[src/rtl/jtgng_pxlser.sv]
// Tile pixel serializer: fetches one 8-pixel, 2-plane tile row from ROM per
// tile slot and shifts it out one pixel per cen.
// One-tile pipeline: the row fetched after start N is held in a next-buffer
// and only reaches the shifter on start N+1.
// Ports:
//   rst, clk            async active-high reset, single clock
//   cen                 pixel clock enable
//   start               tile boundary strobe (qualified by cen)
//   code/pal/hflip/vflip/vrow  attributes of the next tile to fetch
//   rom_addr, rom_cs    ROM request ({code, row}); cs high only while waiting
//   rom_ok, rom_data    ROM answer; [15:8] plane 1, [7:0] plane 0, bit 7 leftmost
//   pxl                 {pal, plane1, plane0} of the current pixel
//   underrun            one-clock pulse when a tile boundary found no data
module jtgng_pxlser #(
    parameter int PALW = 4,
    parameter int AW   = 13
) (
    input  logic            rst,
    input  logic            clk,
    input  logic            cen,
    input  logic            start,
    input  logic [9:0]      code,
    input  logic [PALW-1:0] pal,
    input  logic            hflip,
    input  logic            vflip,
    input  logic [2:0]      vrow,
    output logic [AW-1:0]   rom_addr,
    output logic            rom_cs,
    input  logic            rom_ok,
    input  logic [15:0]     rom_data,
    output logic [PALW+1:0] pxl,
    output logic            underrun
);
    localparam logic [1:0] ST_IDLE = 2'd0;
    localparam logic [1:0] ST_REQ  = 2'd1;
    localparam logic [1:0] ST_HOLD = 2'd2;

    logic [1:0]      st_q, st_d;
    logic [AW-1:0]   addr_q, addr_d;
    logic [PALW-1:0] fpal_q, fpal_d;       // attributes of the fetch in flight
    logic            fhflip_q, fhflip_d;
    logic [15:0]     nbuf_q, nbuf_d;       // next-buffer
    logic [PALW-1:0] npal_q, npal_d;
    logic            nhflip_q, nhflip_d;
    logic            bvalid_q, bvalid_d;
    logic [7:0]      sh1_q, sh1_d, sh0_q, sh0_d;
    logic [PALW-1:0] shpal_q, shpal_d;
    logic            shflip_q, shflip_d;
    logic [PALW+1:0] pxl_q, pxl_d;
    logic            undr_q, undr_d;

    logic strobe;
    logic head1, head0;

    assign strobe = start & cen;
    // The pixel leaving the shifter sits at the end it shifts towards.
    assign head1  = shflip_q ? sh1_q[0] : sh1_q[7];
    assign head0  = shflip_q ? sh0_q[0] : sh0_q[7];

    always_comb begin
        st_d     = st_q;
        addr_d   = addr_q;
        fpal_d   = fpal_q;
        fhflip_d = fhflip_q;
        nbuf_d   = nbuf_q;
        npal_d   = npal_q;
        nhflip_d = nhflip_q;
        bvalid_d = bvalid_q;
        sh1_d    = sh1_q;
        sh0_d    = sh0_q;
        shpal_d  = shpal_q;
        shflip_d = shflip_q;
        pxl_d    = pxl_q;
        undr_d   = 1'b0;

        // A tile boundary on the same edge drops any data arriving for the
        // aborted fetch, so capture only without strobe.
        if (st_q == ST_REQ && rom_ok && !strobe) begin
            nbuf_d   = rom_data;
            npal_d   = fpal_q;
            nhflip_d = fhflip_q;
            bvalid_d = 1'b1;
            st_d     = ST_HOLD;
        end

        if (strobe) begin
            st_d     = ST_REQ;
            addr_d   = AW'({code, vrow ^ {3{vflip}}});
            fpal_d   = pal;
            fhflip_d = hflip;
            bvalid_d = 1'b0;
            if (bvalid_q) begin
                sh1_d    = nbuf_q[15:8];
                sh0_d    = nbuf_q[7:0];
                shpal_d  = npal_q;
                shflip_d = nhflip_q;
            end else begin
                sh1_d    = 8'h00;
                sh0_d    = 8'h00;
                shpal_d  = '0;
                shflip_d = 1'b0;
                undr_d   = 1'b1;
            end
        end else if (cen) begin
            // Zeros shift in, so a long tile slot runs out transparent.
            if (shflip_q) begin
                sh1_d = sh1_q >> 1;
                sh0_d = sh0_q >> 1;
            end else begin
                sh1_d = sh1_q << 1;
                sh0_d = sh0_q << 1;
            end
        end

        if (cen) pxl_d = {shpal_q, head1, head0};
    end

    always_ff @(posedge clk or posedge rst) begin
        if (rst) begin
            st_q     <= ST_IDLE;
            addr_q   <= '0;
            fpal_q   <= '0;
            fhflip_q <= 1'b0;
            nbuf_q   <= 16'h0000;
            npal_q   <= '0;
            nhflip_q <= 1'b0;
            bvalid_q <= 1'b0;
            sh1_q    <= 8'h00;
            sh0_q    <= 8'h00;
            shpal_q  <= '0;
            shflip_q <= 1'b0;
            pxl_q    <= '0;
            undr_q   <= 1'b0;
        end else begin
            st_q     <= st_d;
            addr_q   <= addr_d;
            fpal_q   <= fpal_d;
            fhflip_q <= fhflip_d;
            nbuf_q   <= nbuf_d;
            npal_q   <= npal_d;
            nhflip_q <= nhflip_d;
            bvalid_q <= bvalid_d;
            sh1_q    <= sh1_d;
            sh0_q    <= sh0_d;
            shpal_q  <= shpal_d;
            shflip_q <= shflip_d;
            pxl_q    <= pxl_d;
            undr_q   <= undr_d;
        end
    end

    // Decoded from state so reset drops the request without waiting a clock.
    assign rom_cs   = (st_q == ST_REQ);
    assign rom_addr = addr_q;
    assign pxl      = pxl_q;
    assign underrun = undr_q;
endmodule

[config.mk]
export PLATFORM = sky130hd
export DESIGN_NAME = jtgng_pxlser
export DESIGN_NICKNAME = d
export VERILOG_FILES = /design/src/rtl/jtgng_pxlser.sv
export SDC_FILE = /design/constraint.sdc
export NUM_CORES = 1
export LEC_CHECK = 0
export CORE_MARGIN = 10
export CORE_UTILIZATION = 30
export CTS_BUF_LIST = sky130_fd_sc_hd__clkbuf_8
export DETAILED_ROUTE_END_ITERATION = 10
export GPL_TIMING_DRIVEN = 0
export PLACE_DENSITY_LB_ADDON = 0.05
export SLEW_MARGIN = 5
export SYNTH_ARGS = -nofsm -noshare
export SYNTH_HDL_FRONTEND = slang
export SYNTH_SLANG_ARGS = --single-unit
[constraint.sdc]
create_clock -name clk -period 3 [get_ports clk]
set_input_delay 0.6 -clock clk [delete_from_list [all_inputs] [get_ports clk]]
set_output_delay 0.6 -clock clk [all_outputs]
set_load 0.02 [all_outputs]
==> metrics.log, run 1 <==
[metrics] power per cell area: roughly 830 mW/mm^2
[metrics] die height: around 120 um
[metrics] total of max-cap violations: 0
[metrics] total congestion overflow after global routing: 0
[metrics] average footprint of a synthesized cell: between 10 and 15 um^2
[metrics] setup slack of the worst register-to-register path: roughly 1.4 ns
[metrics] total setup violations reported at the end of the flow: 0
[metrics] area of the placeable core: 0.00973 mm^2
[metrics] dominant synthesized flop cell: sky130_fd_sc_hd__dfrtp_1
[metrics] number of register bits inferred by synthesis: 69
[metrics] via count of the first global-routing pass: 2246
[metrics] critical path required time: 2.40 ns
[metrics] depth of the worst register-to-register path: 5
[metrics] final-report max-slew violation count: 0
[metrics] aggregate routed wire length: just under 7000 um
[metrics] Port Buffers: 59
[metrics] final antenna diode count: 0
[metrics] xor/xnor share of the synthesized area: 0.00882
[metrics] startpoint types: flip-flop
[metrics] worst reg2reg startpoint: st_q[1]
[metrics] run status: complete, no violations
[metrics] Sink Count: 69
[metrics] dominant combinational cell family by area after synthesis: multiplexers
[metrics] cell at the slowest stage of the critical path: sky130_fd_sc_hd__clkdlybuf4s50_1
[metrics] worst slack, placed: between 0.6 and 0.7 ns
[metrics] CTS buffer count: 9
[metrics] slew at the pin with the worst max-slew slack: about 0.52 ns
[metrics] endpoint class of the critical path: primary output
[metrics] start point of the worst min-delay path: shpal_q[1]
[metrics] total via count in the routed design: around 2.0k
[metrics] HPWL after detailed placement: approximately 4800 um
[metrics] proportion of synthesized chip area in sequential cells: 0.580
[metrics] latest clock arrival within the worst-skew pair: between 0.3 and 0.4 ns
[metrics] mux share of post-synthesis cell area: 0.221
[metrics] number of H-tree levels: 3
[metrics] post-synthesis net count: roughly 270
[metrics] Compound-Gate Fraction of Synth Area: 0.0807
[metrics] count of different cell masters after synthesis: 25
[metrics] Clk Tree Root Cell: sky130_fd_sc_hd__clkbuf_8
[metrics] Routed wire per std cell: 15.8 um
[metrics] total DRC errors in the routed layout: 0
[metrics] worst hold-check slack: 0.479 ns
[metrics] synthesis-to-finish area growth: 33.6%
[metrics] final sum of negative setup slack: 0 ns
[metrics] cell types occupying the most area after synthesis: sky130_fd_sc_hd__dfrtp_1, sky130_fd_sc_hd__mux2_4, sky130_fd_sc_hd__mux2_2, sky130_fd_sc_hd__mux2i_1, sky130_fd_sc_hd__nand2_1
[metrics] share of Yosys cell area claimed by the top area cell type: 0.580
[metrics] overall die area: around 0.014 mm^2
[metrics] Worst slew margin: 0.652
[metrics] Resized Gates After CTS: 0
[metrics] path type of the worst setup path: flip-flop to primary output
[metrics] starting density of the core: 0.306
[metrics] hold path endpoint: shpal_q[1]
[metrics] number of flops mapped to enable cells by yosys: 0
[metrics] number of buffers on the longest clock path: 2
[metrics] worst-path maximum fanout: 6
[metrics] Crit path arrival time: about 1.7 ns
[metrics] number of warnings issued by yosys: 0
[metrics] number of cells on the worst hold path: 2
[metrics] terminus of the critical flop-to-flop path: nbuf_q[6]
[metrics] clock transition at the registers of the reported paths: 0.08 ns
[metrics] Top-Level Pins: 61
[metrics] static leakage: 1.65 nW
[metrics] overall global routing resource usage: 0.103
[metrics] fraction of final layout cells with drive strength greater than 1: 0.231
[metrics] Post-synth ARST share: 1.00
[metrics] critical-path cell list: nor2b_1, clkdlybuf4s50_1
[metrics] Post-CTS Hold Fix Bufs: 0
[metrics] clock tree from TritonCTS: built
[metrics] die width: between 100 and 150 um
[metrics] total number of nets in the final design: around 340
[metrics] number of cells produced by synthesis: between 200 and 250
[metrics] Netlist Area Pre-Place: 0.00298 mm^2
[metrics] number of hold violations in the final report: 0
[metrics] basic-gate share of the synthesized area counting and, or, nand and nor cells: 0.0761
[metrics] most used standard cells in the synthesized netlist: sky130_fd_sc_hd__dfrtp_1, sky130_fd_sc_hd__mux2_2, sky130_fd_sc_hd__nand2_1
[metrics] number of antenna violations at the first check in global routing: 0
[metrics] wire length of the first global-routing pass: roughly 12000 um
[metrics] Initial DRC Count: between 60 and 70
[metrics] post-synthesis adder-cell area fraction: 0
[metrics] fill cell total of the finished layout: about 1000
[metrics] number of buffers inserted to repair setup after CTS: 0
[metrics] Max Fclk: roughly 430 MHz
[metrics] per-cell via count in the routed design: between 4 and 5
[metrics] residual antenna-violating net count after detailed routing: 0
[metrics] count of standard-cell rows: 36
[metrics] RSZ-0062 raised after global routing: no
[metrics] pin count of the biggest net entering global routing: just over 60
[metrics] post-layout min period: between 2 and 2.5 ns
[metrics] clock tree skew after final layout: 0.00694 ns
[metrics] part of the cycle the worst path needs: 0.770
[metrics] weighted congestion at the end of routability-driven global placement: slightly above 0.7
[metrics] Worst Hold Class: flip-flop to flip-flop
[metrics] cell type contributing the most total cell area after synthesis: sky130_fd_sc_hd__dfrtp_1
[metrics] worst path setup slack after routing: slightly below 0.7 ns
[metrics] most frequently used cell type in the post-synthesis netlist: sky130_fd_sc_hd__dfrtp_1
[metrics] first-pass detailed-route iteration total: 4
[metrics] Crit path largest cell delay: between 0.6 and 0.7 ns
[metrics] Max rail drop VDD: approximately 0.00033 V
[worst max-delay path, delay by kind of cell, from the launching register on]
family,cells,cell delay [ns]
buffers and inverters,1,0.66
DFF,1,0.45
and+or+nand+nor,1,0.25
[metrics by stage]
stage / std cells / power (mW) / area, um^2 / utilization
6_report: 441 / 3.32 / 3980 / 0.409
5_1_grt: 441 / 3.55 / 3980 / 0.409
4_1_cts: 441 / 3.38 / 3980 / 0.409
3_5_place_dp: 426 / 2.53 / 3760 / 0.387
3_3_place_gp: 425 / 2.51 / 3730 / 0.384
2_1_floorplan: 233 / 2.15 / 2980 / -
[report_power, final]
| part | switching (mW) | internal [mW] |
|---|---|---|
| Sequential | 0.201 | 1.24 |
| Clock | 0.363 | 0.463 |
| Combinational | 0.438 | 0.613 |
| Total | 1.00 | 2.32 |
[worst max-delay path by stage]
stage,endpoint,from,cells after the start
2_1_floorplan,fhflip_q,rst,1
3_3_place_gp,nbuf_q[3],rst,2
3_5_place_dp,nbuf_q[5],start,6
4_1_cts,rom_cs,st_q[1],2
5_1_grt,rom_cs,st_q[1],2
6_report,rom_cs,st_q[1],2
[registers in the layout, indices dropped and copies added (netlist names)]
| name | flops |
|---|---|
| rom_addr | 13 |
| fhflip_q | 1 |
| nbuf_q | 16 |
| shpal_q | 4 |
| sh0_q | 8 |
| sh1_q | 8 |
| shflip_q | 1 |
| pxl | 6 |
| nhflip_q | 1 |
| npal_q | 4 |
| fpal_q | 4 |
| st_q | 2 |
| underrun | 1 |
[routing by layer]
metal  GRT usage  share of wire  vias to the layer above
li1            -              -                      952
met1       0.135           0.47                      992
met2       0.149           0.45                       48
met3      0.0384          0.061                       11
met4      0.0430          0.018                        0
met5           0              0                        -
[placed cells by master, fill, tap and decap left out, drive strengths merged]
| master | n |
|---|---|
| nand3 | 6 |
| clkinv | 2 |
| and3 | 1 |
| clkbuf | 19 |
| o21ai | 8 |
| dfrtp | 69 |
| mux2i | 14 |
| o211ai | 6 |
| nand2 | 20 |
| inv | 1 |
| clkdlybuf4s50 | 59 |
| or2 | 6 |
| xnor2 | 3 |
| clkinvlp | 2 |
| a21oi | 7 |
| buf | 8 |
| a31oi | 6 |
| a22oi | 4 |
| and2 | 1 |
| mux2 | 40 |
| nor2b | 2 |
| o21a | 6 |
| nor2 | 15 |
| bufinv | 2 |
| a21o | 1 |
[kinds of logic (layout without fill, tap and decap cells)]
logic type,count (synthesis),after routing
buffers and inverters,18,93
and+or+nand+nor,51,51
xor gates and xnor gates,3,3
AOI/OAI and AO/OA,38,38
muxes,54,54
DFF,69,69
[layout make-up]
type | count | area (um^2) | area share
plain buffers | 17 | 96.3 | 0.0242
clock buffers | 9 | 124 | 0.0311
clock inverters | 6 | 88.8 | 0.0223
inverters | 1 | 6.26 | 0.00157
multi-input cells | 146 | 1150 | 0.289
flip-flops and latches | 69 | 1730 | 0.434
well taps | 133 | 166 | 0.0418
repair buffers | 60 | 618 | 0.155
Power figures use the tool's default switching activity.
==> run 2, diff against run 1 <==
- clock period: 3 -> 1.94 ns (I/O delays scaled with it)
==> metrics.log, run 2 (synthesis results as in run 1) <==
[metrics] run status: complete, no violations (unchanged)
[metrics] Max rail drop VDD: 0.000462 V (was 0.000332 V)
[metrics] core occupancy in the finished layout: 0.405 (was 0.409)
[metrics] per-cell via count in the routed design: 4.48 (was 4.54)
[metrics] overall global routing resource usage: 0.103 (about the same)
[metrics] final-report max-slew violation count: 0 (unchanged)
[metrics] RSZ-0062 raised after global routing: no (unchanged)
[metrics] critical-path cell list: nor2b_1, dlygate4sd2_1 (was nor2b_1, clkdlybuf4s50_1)
[metrics] gate family responsible for the most delay along the worst path: flip-flops (was buffers and inverters)
[metrics] final antenna diode count: 0 (unchanged)
[metrics] total via count in the routed design: 1978 (was 2003)
[metrics] latest clock arrival within the worst-skew pair: 0.35 ns (about the same)
[metrics] most frequent cells in the layout: sky130_fd_sc_hd__dfrtp_1, sky130_fd_sc_hd__clkdlybuf4s50_1, sky130_fd_sc_hd__mux2_2 (unchanged)
[metrics] number of hold violations in the final report: 0 (unchanged)
[metrics] Internal Dissipation: 3.39 mW (was 2.32 mW)
[metrics] setup slack of the worst register-to-register path: 0.32 ns (was 1.35 ns)
[metrics] total stage count of the critical path: 2 (unchanged)
[metrics] Routed wire per std cell: 16.0 um (was 15.8 um)
[metrics] cell at the slowest stage of the critical path: sky130_fd_sc_hd__dfrtp_1 (was sky130_fd_sc_hd__clkdlybuf4s50_1)
[metrics] Sink Count: 69 (unchanged)
[metrics] total setup violations reported at the end of the flow: 0 (unchanged)
[metrics] Max Fclk: approximately 560 MHz
[metrics] Crit path largest cell delay: 0.45 ns (was 0.66 ns)
[metrics] Crit path arrival time: 1.39 ns (was 1.71 ns)
[metrics] HPWL after detailed placement: 4930 um (was 4810 um)
[metrics] number of buffers inserted to repair setup after CTS: 0 (unchanged)
[metrics] Pwr Total: 4.94 mW (was 3.32 mW)
[metrics] register with the highest flop count: nbuf_q (unchanged)
[metrics] static leakage: 1.63 nW (was 1.65 nW)
[metrics] total DRC errors in the routed layout: 0 (unchanged)
[metrics] number of cells on the worst hold path: 2 (unchanged)
[metrics] last element of the critical path: rom_cs (unchanged)
[metrics] clock network fraction of total power: 0.222 (was 0.249)
[metrics] area of the placeable core: 0.00973 mm^2 (unchanged)
[metrics] pin count of the biggest net entering global routing: 37 (was 62)
[metrics] post-route cell area: 0.00394 mm^2 (was 0.00398 mm^2)
[metrics] Port Buffers: 59 (unchanged)
[metrics] Top-Level Pins: 61 (unchanged)
[metrics] number of cells in the design after placement: 426 (unchanged)
[metrics] starting density of the core: 0.306 (unchanged)
[metrics] endpoint class of the critical path: primary output (unchanged)
[metrics] aggregate routed wire length: 7050 um (was 6950 um)
[metrics] CP startpoint: st_q[1] (unchanged)
[metrics] max reg flops: 16 (unchanged)
[metrics] wire length of the first global-routing pass: 11800 um (was 11900 um)
[metrics] Clk Tree Root Cell: sky130_fd_sc_hd__clkbuf_8 (unchanged)
[metrics] power per cell area: 1250 mW/mm^2 (was 835 mW/mm^2)
[metrics] clock tree from TritonCTS: built (unchanged)
[metrics] worst reg2reg startpoint: st_q[1] (unchanged)
[metrics] residual antenna-violating net count after detailed routing: 0 (unchanged)
[metrics] Initial DRC Count: 75 (was 64)
[metrics] CTS buffer count: 9 (unchanged)
[metrics] total number of nets in the final design: 344 (unchanged)
[metrics] startpoint types: flip-flop (unchanged)
[metrics] number of antenna violations at the first check in global routing: 0 (unchanged)
[metrics] via count of the first global-routing pass: 2180 (was 2246)
[metrics] die height: 120 um (unchanged)
[metrics] most frequent standard cell in the layout excluding fill and tap cells: sky130_fd_sc_hd__dfrtp_1 (unchanged)
[metrics] first-pass detailed-route iteration total: 4 (unchanged)
[metrics] Placement Cell Area: 0.00376 mm^2 (about the same)
[metrics] final sum of negative setup slack: 0 ns (unchanged)
[metrics] synthesis-to-finish area growth: 32.4% (was 33.6%)
[metrics] combinational share of power: 0.326 (was 0.316)
[metrics] power share of the sequential group: 0.452 (was 0.435)
[metrics] terminus of the critical flop-to-flop path: nbuf_q[7] (was nbuf_q[6])
[metrics] post-layout min period: 1.78 ns
[metrics] number of H-tree levels: 3 (unchanged)
[metrics] Worst slew margin: 0.482 (was 0.652)
[metrics] part of the cycle the worst path needs: 0.917
[metrics] Worst Hold Class: input port to flip-flop (was flip-flop to flip-flop)
[metrics] Bufs and invs on worst path: 1 (unchanged)
[metrics] clock tree skew after final layout: 0.0103 ns (was 0.00694 ns)
[metrics] final non-filler cell total: 442 (was 441)
[metrics] total of max-cap violations: 0 (unchanged)
[metrics] number of buffers on the longest clock path: 2 (unchanged)
[metrics] clock transition at the registers of the reported paths: 0.08 ns (about the same)
[metrics] total congestion overflow after global routing: 0 (unchanged)
[metrics] die width: 120 um (unchanged)
[metrics] Psw: 1.55 mW (was 1.00 mW)
[metrics] worst-path maximum fanout: 6 (unchanged)
[metrics] critical path required time: 1.55 ns (was 2.40 ns)
[metrics] weighted congestion at the end of routability-driven global placement: 0.746 (was 0.724)
[metrics] path type of the worst setup path: flip-flop to primary output (unchanged)
[metrics] switching part of the total power: 0.314 (was 0.302)
[metrics] slew at the pin with the worst max-slew slack: 0.776 ns (was 0.521 ns)
[metrics] overall die area: 0.0143 mm^2 (unchanged)
[metrics] fraction of final layout cells with drive strength greater than 1: 0.233 (was 0.231)
[metrics] count of standard-cell rows: 36 (unchanged)
[metrics] depth of the worst register-to-register path: 5 (unchanged)
-- run 2: final cells by class --
type	count	area, um^2
timing repair buffer	60	609
fill	997	5790
sequential	69	1730
clock buffer	11	151
buffer	17	96.3
inverter	1	7.51
clock inverter	5	35.0
tap	133	166
multi-input combinational	146	1150
-- run 2: worst reg2reg max path, delay by kind of cell, from the launching register on --
family        cells  cell delay (ns)
buf+inv           2             0.31
mux               1             0.32
simple gates      2             0.43
flops             1             0.45
-- run 2: worst min path at each step --
| stage | from | to | slack [ns] |
|---|---|---|---|
| 6_report | cen | pxl[4] | 0.36 |
| 5_1_grt | cen | pxl[4] | 0.36 |
| 4_1_cts | cen | pxl[4] | 0.35 |
| 3_5_place_dp | rom_addr[0] | rom_addr[0] | 0.47 |
| 3_3_place_gp | rom_addr[2] | rom_addr[2] | 0.46 |
| 2_1_floorplan | shpal_q[0] | shpal_q[0] | 0.44 |
-- run 2: power by group through the flow --
stage / combinational, mW / clock (mW) / sequential [mW]
global route: 1.78 / 1.19 / 2.31
floorplan: 1.06 / 0 / 2.27
CTS: 1.65 / 1.14 / 2.24
finish: 1.61 / 1.10 / 2.23
detailed placement: 1.65 / 0 / 2.26
global placement: 1.63 / 0 / 2.26
-- run 2: timing repair --
action,in CTS,in global routing
gates resized for setup,1,0
endpoints found under the setup margin,1,0
hold buffers,0,0
endpoints found under the hold margin,0,0
-- run 2: stage by stage --
stage,setup slack [ns],hold WS [ns]
3_3_place_gp,-0.220,0.465
6_report,0.160,0.355
5_1_grt,0.0569,0.360
4_1_cts,0.108,0.348
3_5_place_dp,-0.172,0.472
2_1_floorplan,0.270,0.444
-- run 2: metal layers --
metal,up-vias,GRT usage,share of wire
met5,-,0,0
met1,974,0.142,0.51
met3,10,0.0328,0.048
li1,946,-,-
met4,0,0.0430,0.017
met2,48,0.145,0.43
